$ cat config.mk
export PLATFORM = sky130hd
export DESIGN_NAME = xor_stream_packer
export DESIGN_NICKNAME = d
export VERILOG_FILES = /design/src/rtl/xor_stream_pkg.sv /design/src/rtl/xor_stream_packer_slot.sv /design/src/rtl/xor_stream_packer.sv
export SDC_FILE = /design/constraint.sdc
export NUM_CORES = 1
export LEC_CHECK = 0
export CAP_MARGIN = 20
export CELL_PAD_IN_SITES_DETAIL_PLACEMENT = 2
export CELL_PAD_IN_SITES_GLOBAL_PLACEMENT = 2
export CORE_MARGIN = 2
export CORE_UTILIZATION = 34
export DETAILED_ROUTE_END_ITERATION = 10
export PLACE_DENSITY = 0.86
export SETUP_SLACK_MARGIN = 0.2
export SLEW_MARGIN = 0
export SYNTH_ARGS = -nofsm -noshare
export SYNTH_HDL_FRONTEND = slang
export SYNTH_SLANG_ARGS = --single-unit
$ cat constraint.sdc
create_clock -name clock -period 3.3 [get_ports clock]
set_input_delay 0.66 -clock clock [delete_from_list [all_inputs] [get_ports clock]]
set_output_delay 0.66 -clock clock [all_outputs]
set_load 0.03 [all_outputs]
$ cat src/rtl/xor_stream_pkg.sv
// rtl/xor_stream_pkg.sv - shared state enum, width bounds and count-width helper for the packer
package xor_stream_pkg;

    typedef enum logic [1:0] {
        COLLECT = 2'd0,
        HOLD    = 2'd1,
        FLUSH   = 2'd2
    } packer_state_e;

    localparam int WIDTH_MIN = 2;
    localparam int WIDTH_MAX = 32;

    // Count field must represent 0..width inclusive.
    function automatic int count_width(input int width);
        return $clog2(width + 1);
    endfunction

endpackage

$ cat src/rtl/xor_stream_packer_slot.sv
// rtl/xor_stream_packer_slot.sv - single registered output word with load/drain handling
module packer_slot
    import xor_stream_pkg::*;
#(
    parameter int WIDTH = 8,
    parameter int CW    = count_width(WIDTH)
) (
    input  logic             clock,
    input  logic             reset_n,
    input  logic             load,
    input  logic [WIDTH-1:0] load_data,
    input  logic [CW-1:0]    load_count,
    input  logic             load_parity,
    input  logic             out_ready,
    output logic             out_valid,
    output logic [WIDTH-1:0] out_data,
    output logic [CW-1:0]    out_count,
    output logic             out_parity
);

    // Caller only asserts load when the slot is free, so a load always wins over a drain.
    always_ff @(posedge clock or negedge reset_n) begin
        if (!reset_n) begin
            out_valid  <= 1'b0;
            out_data   <= '0;
            out_count  <= '0;
            out_parity <= 1'b0;
        end else if (load) begin
            out_valid  <= 1'b1;
            out_data   <= load_data;
            out_count  <= load_count;
            out_parity <= load_parity;
        end else if (out_ready) begin
            out_valid  <= 1'b0;
        end
    end

endmodule

$ cat src/rtl/xor_stream_packer.sv
// rtl/xor_stream_packer.sv - packs serial XOR-stage bits LSB first into counted, parity-tagged words
module xor_stream_packer
    import xor_stream_pkg::*;
#(
    parameter int WIDTH = 8,
    parameter int CW    = count_width(WIDTH)
) (
    input  logic             clock,
    input  logic             reset_n,
    input  logic             in_valid,
    input  logic             in_data,
    output logic             in_ready,
    input  logic             flush,
    output logic             out_valid,
    input  logic             out_ready,
    output logic [WIDTH-1:0] out_data,
    output logic [CW-1:0]    out_count,
    output logic             out_parity
);

    packer_state_e    state, state_nxt;
    logic [WIDTH-1:0] col, col_acc, col_nxt;
    logic [CW-1:0]    cnt, cnt_acc, cnt_nxt;
    logic             par, par_acc, par_nxt;
    logic             accept, slot_free, full, load;

    assign in_ready  = reset_n && (state == COLLECT);
    assign accept    = in_valid && in_ready;
    assign slot_free = !out_valid || out_ready;

    // Collector contents including this cycle's bit, so completion and flush see it.
    assign col_acc = accept ? (col | ({{(WIDTH-1){1'b0}}, in_data} << cnt)) : col;
    assign cnt_acc = cnt + CW'(accept);
    assign par_acc = par ^ (accept && in_data);
    assign full    = accept && (cnt_acc == CW'(WIDTH));

    always_comb begin
        state_nxt = state;
        col_nxt   = col_acc;
        cnt_nxt   = cnt_acc;
        par_nxt   = par_acc;
        load      = 1'b0;
        case (state)
            COLLECT: begin
                if (full || (flush && cnt_acc != '0)) begin
                    if (slot_free) begin
                        load    = 1'b1;
                        col_nxt = '0;
                        cnt_nxt = '0;
                        par_nxt = 1'b0;
                    end else begin
                        state_nxt = full ? HOLD : FLUSH;
                    end
                end
            end
            HOLD, FLUSH: begin
                if (slot_free) begin
                    load      = 1'b1;
                    col_nxt   = '0;
                    cnt_nxt   = '0;
                    par_nxt   = 1'b0;
                    state_nxt = COLLECT;
                end
            end
            default: state_nxt = COLLECT;
        endcase
    end

    always_ff @(posedge clock or negedge reset_n) begin
        if (!reset_n) begin
            state <= COLLECT;
            col   <= '0;
            cnt   <= '0;
            par   <= 1'b0;
        end else begin
            state <= state_nxt;
            col   <= col_nxt;
            cnt   <= cnt_nxt;
            par   <= par_nxt;
        end
    end

    packer_slot #(
        .WIDTH (WIDTH),
        .CW    (CW)
    ) u_slot (
        .clock       (clock),
        .reset_n     (reset_n),
        .load        (load),
        .load_data   (col_acc),
        .load_count  (cnt_acc),
        .load_parity (par_acc),
        .out_ready   (out_ready),
        .out_valid   (out_valid),
        .out_data    (out_data),
        .out_count   (out_count),
        .out_parity  (out_parity)
    );

endmodule
==> reports/metrics.cfg, run 1 <==
[worst_setup_path]
arrival_ns=3.15
cp_cell_sequence=clkdlybuf4s50_1 > nand3_2 > inv_4 > ha_4 > ha_2 > or3_1 > o22a_2 > a31oi_4 > buf_4 > mux2_1
critPathMaxStageDelay_ns=0.48
r2r-start=state[1]
crit_buf_inv=3
critPathMaxFanout=5
critPathLaunchType=input port
cp_top_family=buffers and inverters
critPathCaptureType=flip-flop
crit_required_ns=3.46
critPathSlowestCell=clkdlybuf4s50_1
r2r_cells=12
r2r_end=u_slot.out_count[0]
crit_type=in2reg
r2r_slack_ns=0.42

[floorplanning]
die_h_um=66.3
die_x_um=66.3
core_um2=3690
num_io_pins=21
die_area_um2=4390
start_util_pct=35.7
row_count=22

[cts]
ctsLongestPathBuffers=2
cts_buffers=5
root_buffer=clkbuf_8
cts_max_level=2
clk_pin_slew_worst_paths_ns=0.07
cts.sinks=29
tritoncts=yes
worstSkewPairLatency_ns=0.29

[pwr]
leakagePower_nw=0.881
p_per_area_nw_per_um2=927
ir_drop_mv=0.437
p_total_mw=1.68

[sta]
period_minus_slack_ns=2.98
fin_crit_sh_pct=90.4
hold_violations=0
finalClockSkew_ns=0.00991
maxSlewHeadroom_pct=39.7
final_max_slew_viol_count=0
rsz0062_at_grt=no
tightest_slew_ns=0.893
fmax_mhz=335
setup_violations=0
setup_tns_ns=0

[worst_hold_path]
hold_class=in2async

[detailed_routing]
viasPerCell=4.98
wl_per_cell_um=18.8
ant_nets=0
drc=0
dr_total_vias=981
drt_wl_total_um=3710
initialDrtViolationCount=32
first_pass_iters=3

[yosys]
synth_flop_cell=dfrtp_1
synthesis.area_um2=1320
synth_cell_types=32
postSynthCellCount=115
yosysSeqAreaShare_pct=55.1
yosysMostFrequentCell=dfrtp_1
synth_edf_count=0
synthArstFlopShare_pct=100
synth_common_cells=dfrtp_1, inv_1, nor2_1, mux2i_1, a21oi_1
synth_nets=125
synth_area_leader_cell=dfrtp_1
yosys_warnings=0
synthTopCellsByArea=dfrtp_1, mux2i_1, inv_1, ha_1, nor2_1
yosysTopAreaCellShare_pct=55.1
syn_area_per_cell_um2=11.5
ys_ff_latch=29

[grt]
antenna_found_initial=0
grt_pass1_wl_um=6090
grt_use_total_pct=19.3
first_global_vias=1167
overflow=0
grt_max_degree=31

[flow_run]
maxCapViolCount=0

[finish]
areaGrowthSynthToFinish_pct=37.2
antenna_cells=0
seqCellArea_um2=726
fill_cells=379
nets=158
multiInputGateArea_um2=546
drive_gt1_share_pct=16.8

[placement]
globalplace.congestion=0.764
dp_hpwl_um=2400
portBuffers=20

[status]
status=complete, no violations

area by class of cell:
| class | instances | share of cell area, % |
|---|---|---|
| clock buffers | 7 | 4.78 |
| clock inverters | 1 | 1.66 |
| inverters | 14 | 3.04 |
| multi-input cells | 70 | 30.2 |
| flip-flops and latches | 29 | 40.1 |
| well taps | 48 | 3.32 |
| repair buffers | 28 | 16.9 |
per-layer routing:
| metal | share of wire, % | wire, um | GRT usage, % | vias up |
|---|---|---|---|---|
| li1 | - | - | - | 448 |
| met1 | 39 | 1440 | 21.5 | 516 |
| met2 | 57 | 2130 | 36.5 | 15 |
| met4 | 1.0 | 37 | 4.59 | 0 |
| met3 | 2.7 | 99 | 4.77 | 2 |
| met5 | 0 | 0 | 0 | - |
cells by family after synthesis:
kind of cell | synth area share [%]
XOR/XNOR | 1.99
multiplexers | 10.5
AND/OR/NAND/NOR | 12.4
adder cells (fa/ha/maj) | 3.80
buffers and inverters | 5.22
flip-flops | 55.1
AO/OA/AOI/OAI | 10.9
repair_timing:
action                                  in CTS  in global routing
hold buffers                                 0                  0
setup buffers                                2                  2
gates resized for setup                      6                  3
cloned                                       1                  0
pin swaps                                    1                  2
endpoints found under the setup margin      12                 26
flip-flops by register name, indices dropped and copies added (netlist names):
signal	count
cnt	4
col	8
par	1
state	2
u_slot.out_count	4
u_slot.out_data	8
u_slot.out_parity	1
u_slot.out_valid	1
where the power goes:
part / internal, mW / switching, mW
Combinational: 0.396 / 0.411
Sequential: 0.424 / 0.0592
Clock: 0.246 / 0.140
Total: 1.07 / 0.610
placed cells by master, fill, tap and decap left out, types with 2 or more instances in the layout:
cell type        synthesis  final
nand3_1                  2      2
clkdlybuf4s50_1          0     18
and2_1                   2      2
nor2_1                  13     13
a31oi_1                  2      2
nand2_1                  2      2
a21o_1                   2      2
mux2i_1                  9      9
clkbuf_8                 0      6
dfrtp_1                 29     29
inv_1                   14     13
mux2_1                   3      3
a21oi_1                  8      8
buf_4                    0      6
nor2b_1                  5      5
ha_1                     4      2
how the worst max path moves through the flow:
stage	startpoint	end	slack (ns)	depth (start not counted)
3_3_place_gp	reset_n	u_slot.out_data[0]	0.07	11
4_1_cts	reset_n	u_slot.out_count[0]	0.20	10
5_1_grt	in_valid	u_slot.out_data[2]	0.19	11
3_5_place_dp	reset_n	u_slot.out_parity	-0.08	11
6_report	in_valid	u_slot.out_count[0]	0.32	10
2_1_floorplan	state[0]	u_slot.out_count[2]	0.50	11
metrics by stage:
stage | utilization, % | hold slack [ns] | std cells | setup slack (ns) | area [um2]
floorplan | - | 0.364 | 115 | 0.497 | 1320
global placement | 42.9 | 0.468 | 184 | 0.0690 | 1580
detailed placement | 42.9 | 0.484 | 184 | -0.0845 | 1580
CTS | 48.2 | 0.498 | 195 | 0.202 | 1780
global route | 49.0 | 0.494 | 197 | 0.194 | 1810
finish | 49.0 | 0.479 | 197 | 0.316 | 1810
Note: power is estimated with default switching activity, not from simulation.
==> run 2: changes to the inputs <==
--- a/config.mk
+++ b/config.mk
@@ -5,6 +5,7 @@
 export SDC_FILE = /design/constraint.sdc
 export NUM_CORES = 1
 export LEC_CHECK = 0
+export ABC_AREA = 0
 export CAP_MARGIN = 20
 export CELL_PAD_IN_SITES_DETAIL_PLACEMENT = 2
 export CELL_PAD_IN_SITES_GLOBAL_PLACEMENT = 2
==> results of run 2 <==
Final layout, timing and power as in run 1 (identical DEF).
==> run 3: changes to the inputs <==
--- a/config.mk
+++ b/config.mk
@@ -10,11 +10,12 @@
 export CELL_PAD_IN_SITES_DETAIL_PLACEMENT = 2
 export CELL_PAD_IN_SITES_GLOBAL_PLACEMENT = 2
 export CORE_MARGIN = 2
-export CORE_UTILIZATION = 34
+export CORE_UTILIZATION = 37
 export DETAILED_ROUTE_END_ITERATION = 10
-export PLACE_DENSITY = 0.86
+export GPL_TIMING_DRIVEN = 0
+export PLACE_DENSITY = 0.92
 export SETUP_SLACK_MARGIN = 0.2
-export SLEW_MARGIN = 0
+export SLEW_MARGIN = 25
 export SYNTH_ARGS = -nofsm -noshare
 export SYNTH_HDL_FRONTEND = slang
 export SYNTH_SLANG_ARGS = --single-unit
==> constraint.sdc (replaced) <==
create_clock -name clock -period 3.47 [get_ports clock]
set_input_delay 0.694 -clock clock [delete_from_list [all_inputs] [get_ports clock]]
set_output_delay 0.694 -clock clock [all_outputs]
set_load 0.03 [all_outputs]
==> reports/metrics.cfg, run 3 (synthesized netlist as in run 1, its figures left out) <==
[sta]
finalClockSkew_ns=0.00839
tightest_slew_ns=0.894
fin_crit_sh_pct=88.5
maxSlewHeadroom_pct=39.6
worst_slack_ns=0.397
setup_tns_ns=0
hold_violations=0
final_max_slew_viol_count=0
hold-worst-slack_ns=0.262
rsz0062_at_grt=no
period_minus_slack_ns=3.07
fmax_mhz=325
setup_violations=0

[floorplanning]
die_area_um2=4050
start_util_pct=38.9
row_count=21
die_x_um=63.7
core_um2=3390
num_io_pins=21
die_h_um=63.7

[finish]
top_regs=col (8), u_slot.out_data (8)
drive_gt1_share_pct=11.9
final_core_util_pct=48.8
nets=152
areaGrowthSynthToFinish_pct=25.6
antenna_cells=0
final_common_cell=dfrtp_1
final_cell_mix=dfrtp_1, clkdlybuf4s50_1, inv_1, nor2_1, mux2i_1
final_area_um2=1660
final_cells=189

[detailed_routing]
dr_total_vias=953
drc=0
drt_wl_total_um=3230
first_pass_iters=2
ant_nets=0
viasPerCell=5.04
initialDrtViolationCount=34
wl_per_cell_um=17.1

[cts]
root_buffer=clkbuf_4
cts.sinks=29
tritoncts=yes
cts_max_level=2
cts_buffers=5
worstSkewPairLatency_ns=0.35
clk_pin_slew_worst_paths_ns=0.10
ctsLongestPathBuffers=2
cts_setup_buffers=0

[grt]
antenna_found_initial=0
grt_use_total_pct=18.8
grt_pass1_wl_um=5510
overflow=0
grt_max_degree=32
first_global_vias=1107

[worst_setup_path]
arrival_ns=3.31
r2r-start=state[0]
crit_type=in2reg
critPathMaxFanout=10
crit_required_ns=3.71
r2r_slack_ns=0.45
critPathLaunchType=input port
r2r_cells=12
critPathCaptureType=flip-flop
r2r_end=u_slot.out_count[2]

[placement]
placed_area_um2=1570
portBuffers=20
pre_cts_slack_ns=-0.262
place_inst=181
dp_hpwl_um=2400
globalplace.congestion=0.719

[pwr]
p_per_area_nw_per_um2=794
leakagePower_nw=0.811
p_total_mw=1.31
ir_drop_mv=0.338

[flow_run]
maxCapViolCount=0

[worst_hold_path]
hold_class=in2async

[status]
status=complete, no violations

## run 3: critical path, cell delays in order
cell and delay [ns]:
clkdlybuf4s50_1 0.47, nand3_2 0.11, inv_1 0.13, ha_1 0.18, ha_1 0.28, or3_1 0.37, o22a_2 0.30, a31oi_4 0.25
buf_6 0.21, mux2_4 0.31
## run 3: power by group
part	total, mW	switching, mW	leakage (nW)	internal [mW]
logic	0.615	0.354	0.375	0.261
registers	0.451	0.0483	0.395	0.402
clock network	0.248	0.131	0.0413	0.117
total	1.31	0.533	0.811	0.781
## run 3: what timing repair did
| action | 4_1_cts | 5_1_grt |
|---|---|---|
| hold buffers | 0 | 0 |
| endpoints found under the hold margin | 0 | 0 |
| endpoints found under the setup margin | 1 | 4 |
| gates resized for setup | 1 | 2 |
## run 3: cell type report
| class | count | area, um2 |
|---|---|---|
| multi-input combinational | 70 | 536 |
| clock buffer | 7 | 65.1 |
| sequential | 29 | 726 |
| fill | 348 | 1730 |
| buffer | 2 | 16.3 |
| timing repair buffer | 20 | 198 |
| inverter | 14 | 52.6 |
| clock inverter | 1 | 5.00 |
| tap | 46 | 57.6 |
## run 3: worst max path at each step
| stage | from | end | slack (ns) |
|---|---|---|---|
| 3_3_place_gp | reset_n | u_slot.out_count[2] | -1.11 |
| 5_1_grt | state[0] | u_slot.out_count[2] | 0.25 |
| 3_5_place_dp | reset_n | u_slot.out_count[2] | -0.26 |
| 2_1_floorplan | state[0] | u_slot.out_count[2] | 0.67 |
| 4_1_cts | state[0] | u_slot.out_count[2] | 0.27 |
| 6_report | in_valid | u_slot.out_count[2] | 0.40 |
## run 3: routing by layer
layer / up-vias / global-route usage [%] / part of all wire, %
met5: - / 0 / 0
met4: 0 / 8.70 / 2.2
met3: 8 / 8.04 / 4.8
met2: 20 / 33.2 / 54
met1: 483 / 19.0 / 39
li1: 442 / - / -
